**config.mk**
```make
export PLATFORM = sky130hd
export DESIGN_NAME = request_arbiter
export DESIGN_NICKNAME = d
export VERILOG_FILES = /design/src/rtl/request_arbiter.sv
export SDC_FILE = /design/constraint.sdc
export NUM_CORES = 1
export LEC_CHECK = 0
export CAP_MARGIN = 20
export CORE_ASPECT_RATIO = 1.1
export CORE_UTILIZATION = 38
export CTS_BUF_LIST = sky130_fd_sc_hd__clkbuf_4
export DETAILED_ROUTE_END_ITERATION = 7
export PLACE_DENSITY = 0.84
export SLEW_MARGIN = 20
export SYNTH_ARGS = -nofsm -noshare
export SYNTH_HDL_FRONTEND = slang
export SYNTH_SLANG_ARGS = --single-unit
```
**constraint.sdc**
```tcl
create_clock -name clock -period 2.15 [get_ports clock]
set_clock_uncertainty 0.2 [all_clocks]
set_input_delay 0.3225 -clock clock [delete_from_list [all_inputs] [get_ports clock]]
set_output_delay 0.3225 -clock clock [all_outputs]
set_load 0.05 [all_outputs]
```
**src/rtl/request_arbiter.sv**
```systemverilog
// request_arbiter: registered N-way valid/ready arbiter.
// Fixed-priority (either direction) or round-robin selection.
package selector_params;
    typedef enum logic [1:0] {
        HIGH_TO_LOW,
        LOW_TO_HIGH,
        ROUND_ROBIN
    } mode_e;
endpackage

package cpu_core_params;
    typedef logic [31:0] cpu_data_t;
endpackage

module request_arbiter #(
    parameter type                   DataType = cpu_core_params::cpu_data_t,
    parameter int                    PORTS    = 4,
    parameter selector_params::mode_e MODE    = selector_params::HIGH_TO_LOW,
    parameter int                    IDX_W    = $clog2(PORTS)
) (
    input  logic                  clock,
    input  logic                  reset,
    input  logic [PORTS-1:0]      req_valid,
    input  DataType [PORTS-1:0]   req_data,
    output logic [PORTS-1:0]      req_ready,
    output logic                  out_valid,
    output DataType               out_data,
    output logic [IDX_W-1:0]      out_index,
    input  logic                  out_ready
);
    import selector_params::*;

    logic             out_valid_q, out_valid_d;
    DataType          out_data_q, out_data_d;
    logic [IDX_W-1:0] out_index_q, out_index_d;
    logic [IDX_W-1:0] rr_ptr_q, rr_ptr_d;

    logic             load_en;
    logic             any_valid;
    logic             grant;
    logic [IDX_W-1:0] winner;

    assign load_en   = !out_valid_q || out_ready;
    assign any_valid = |req_valid;
    assign grant     = load_en && any_valid;

    // Scans run from the lowest-priority end so the last hit wins.
    always_comb begin
        int idx;
        idx    = 0;
        winner = '0;
        unique case (MODE)
            HIGH_TO_LOW: begin
                for (int i = PORTS - 1; i >= 0; i--) begin
                    if (req_valid[i]) winner = IDX_W'(i);
                end
            end
            LOW_TO_HIGH: begin
                for (int i = 0; i < PORTS; i++) begin
                    if (req_valid[i]) winner = IDX_W'(i);
                end
            end
            default: begin
                for (int k = PORTS - 1; k >= 0; k--) begin
                    idx = int'(rr_ptr_q) + k;
                    if (idx >= PORTS) idx = idx - PORTS;
                    if (req_valid[idx]) winner = IDX_W'(idx);
                end
            end
        endcase
    end

    always_comb begin
        req_ready = '0;
        if (grant && !reset) req_ready[winner] = 1'b1;
    end

    always_comb begin
        out_valid_d = out_valid_q;
        out_data_d  = out_data_q;
        out_index_d = out_index_q;
        rr_ptr_d    = rr_ptr_q;
        if (load_en) out_valid_d = any_valid;
        if (grant) begin
            out_data_d  = req_data[winner];
            out_index_d = winner;
            if (MODE == ROUND_ROBIN) begin
                if (winner == IDX_W'(PORTS - 1)) rr_ptr_d = '0;
                else                             rr_ptr_d = winner + 1'b1;
            end
        end
    end

    always_ff @(posedge clock or posedge reset) begin
        if (reset) begin
            out_valid_q <= 1'b0;
            out_data_q  <= '0;
            out_index_q <= '0;
            rr_ptr_q    <= '0;
        end else begin
            out_valid_q <= out_valid_d;
            out_data_q  <= out_data_d;
            out_index_q <= out_index_d;
            rr_ptr_q    <= rr_ptr_d;
        end
    end

    assign out_valid = out_valid_q;
    assign out_data  = out_data_q;
    assign out_index = out_index_q;

endmodule

```
==> results.py, run 1 <==
metrics = {
    "synth": {
        "synthArstFlopShare_pct": 100,
        "ys_seq_elements": 35,
        "synth_cells": 285,
        "synth_edf_count": 0,
        "yosys_warnings": 0,
        "yosysSeqAreaShare_pct": 32.7,
        "synthTopCellsByArea": "dfrtp_1 (33%), o32a_1 (12%), a211o_2 (10%)",
        "synthesis.area_sq_um": 2680,
        "synth.net_count": 420,
        "synth_ff_type": "dfrtp_1",
        "synth_largest_area_cell": "dfrtp_1",
        "avgSynthCellArea_sq_um": 9.39,
        "synth_top_area_share_pct": 32.7,
        "yosys.cell_types.count": 27,
    },
    "cts": {
        "cts_tree": "done",
        "clk_latency_ns": 0.34,
        "cts_root_buf": "clkbuf_4",
        "ctsHoldBuffers": 0,
        "cts.path.max_buffers": 2,
        "cts_num_sinks": 35,
        "cts_buffers": 5,
        "htree_levels": 2,
        "clk_pin_slew_ns": 0.10,
    },
    "worst_setup_path": {
        "worstSetupPathType": "reg -> out",
        "cp-startpoint": "out_data[5]",
        "cp-start-kind": "flop",
        "cp.arrival_ns": 1.56,
        "end_kind": "output pin",
        "cp.required_ns": 1.63,
        "timing.critical_path.cells": "clkdlybuf4s50_1",
        "crit_slowest_cell": "clkdlybuf4s50_1",
        "crit_family": "buffers and inverters",
        "cp_num_buf_inv": 1,
        "cpPeakStageDelay_ns": 0.81,
        "cp_max_fo": 2,
        "r2r-start": "out_valid",
    },
    "grt": {
        "grt-ovfl-total": 0,
        "first_global_vias": 3215,
        "track_usage_pct": 28.5,
        "antenna_found_initial": 0,
        "grt_max_degree": 36,
        "grt_pass1_wl_microns": 16000,
    },
    "die": {
        "start_util_pct": 39.9,
        "die_y_microns": 90.0,
        "dieArea_sq_um": 7380,
        "die_width_microns": 82.0,
        "row_count": 31,
        "io_pins": 174,
        "core_area_sq_um": 6710,
    },
    "status": {
        "status": "finished, final reports clean",
    },
    "route": {
        "routed_wl_microns": 9990,
        "vias": 3073,
        "drtIter0Drc": 149,
        "antenna_left": 0,
        "wire_per_inst_microns": 18.6,
        "drt-pass1-iter-count": 4,
        "viasPerCell": 5.72,
        "remaining_drc_errors": 0,
    },
    "placed_design": {
        "gp_congestion": 0.817,
        "dpl.hpwl_microns": 7660,
        "dp_worst_setup_slack_ns": -0.129,
        "port_buffers": 173,
        "placed_cells": 530,
    },
    "cells_and_area": {
        "drive_gt1_share_pct": 16.9,
        "stdcell_count": 537,
        "area_growth_pct": 72.8,
        "final_util_pct": 68.9,
        "fill_cells": 576,
        "nNetsFinal": 591,
        "n_antenna_cell": 0,
    },
    "timing": {
        "slew_violations": 0,
        "min_period_ns": 2.08,
        "setup_slack_ns": 0.0712,
        "hold_violations": 0,
        "rsz0062_at_grt": "false",
        "period_share_pct": 96.7,
        "clock.fmax_mhz": 481,
        "max_slew_margin_pct": 63.8,
        "tightestPinTransition_ns": 0.541,
        "setup_viol": 0,
    },
    "power": {
        "powerDensity_nw_per_um2": 503,
        "vdd_drop_max_v": 0.000257,
        "p_leak_nw": 1.83,
    },
    "job": {
        "cap_violations": 0,
    },
    "min_path": {
        "hp-class": "in -> async",
    },
}
-- cell usage after synthesis (2+ instances only) --
cell type,number
a211o_1,4
a211o_2,27
a21oi_1,34
and3_1,2
and4_1,2
buf_2,2
buf_4,4
buf_6,12
clkbuf_1,19
dfrtp_1,35
nand2_1,33
nand3b_1,32
nor2_1,2
nor2b_1,2
o21a_1,32
o32a_1,32
-- state kept, by name, indices dropped and copies added, names as in the netlist --
signal and count:
out_index 2, out_data 32, out_valid 1
-- power breakdown --
part | internal [mW] | switching [mW]
sequential | 0.745 | 0.0542
clock | 0.129 | 0.227
combinational | 0.565 | 0.605
-- metrics by stage --
step	power (mW)	cell area, sq um	hold slack (ns)	setup TNS [ns]
after floorplan	1.45	2680	0.0803	0
after global placement	1.97	4570	0.279	-2.41
after detailed placement	1.98	4570	0.287	-3.15
after CTS	2.34	4620	0.0447	0
after global routing	2.44	4620	0.0398	0
final	2.33	4620	0.0490	0
-- metal layers --
| metal | vias to the layer above | part of all wire, % | GRT usage [%] |
|---|---|---|---|
| met1 | 1492 | 39 | 32.6 |
| met4 | 0 | 2.4 | 10.1 |
| met3 | 19 | 7.0 | 7.92 |
| met2 | 127 | 52 | 49.3 |
| li1 | 1435 | - | - |
| met5 | - | 0 | 0 |
-- timing repair --
item                                    in CTS  in global routing
setup buffers                                1                  0
pin swaps                                    1                  1
endpoints found under the setup margin       2                  3
resized for setup                            2                  3
-- placed cells by master, fill, tap and decap left out --
cell type          n
clkdlybuf4s50_1  164
dfrtp_1           35
a21oi_1           34
nand2_1           33
o21a_1            32
nand3b_1          32
o32a_1            32
a211o_2           27
buf_4             25
buf_12             8
clkbuf_4           6
a211o_1            4
nor2b_4            2
and4_2             2
and3_1             2
dlygate4sd2_1      2
nor3_4             1
nor2_2             1
nor2b_1            1
nor4_4             1
a311o_1            1
nor2_4             1
or2_1              1
nor2_1             1
o21ai_0            1
o41ai_1            1
clkinvlp_4         1
nand2b_1           1
or2_2              1
dlymetal6s2s_1     1
buf_2              1
-- cells by family after synthesis --
logic type / count (synthesis) / share of synthesized area (%)
and+or+nand+nor: 80 / 18.3
AOI/OAI and AO/OA: 132 / 39.6
buffers and inverters: 38 / 9.35
DFF: 35 / 32.7
-- layout make-up --
type	count	area, sq um	area share [%]
inverters	1	7.51	0.162
well taps	82	103	2.22
flip-flops and latches	35	876	18.9
clock buffers	6	45.0	0.974
repair buffers	201	2020	43.8
multi-input cells	212	1570	33.9
-- path summary, 6_finish.rpt --
check / slack (ns) / depth (start not counted) / endpoint
setup / recovery: 0.07 / 1 / out_data[5]
min in group clock: 0.31 / 1 / out_data[12]
hold reg to reg: 0.31 / 1 / out_data[12]
max in group asynchronous: 1.14 / 3 / out_data[13]
hold / removal: 0.05 / 2 / out_index[1]
setup reg to reg: 0.49 / 4 / out_data[10]
Note: power is estimated with default switching activity, not from simulation.
==> inputs of run 2 (changes only) <==
CTS_CLUSTER_SIZE = 40   (was default)
==> results of run 2 <==
No change in the layout: final DEF, timing and power equal those of run 1.
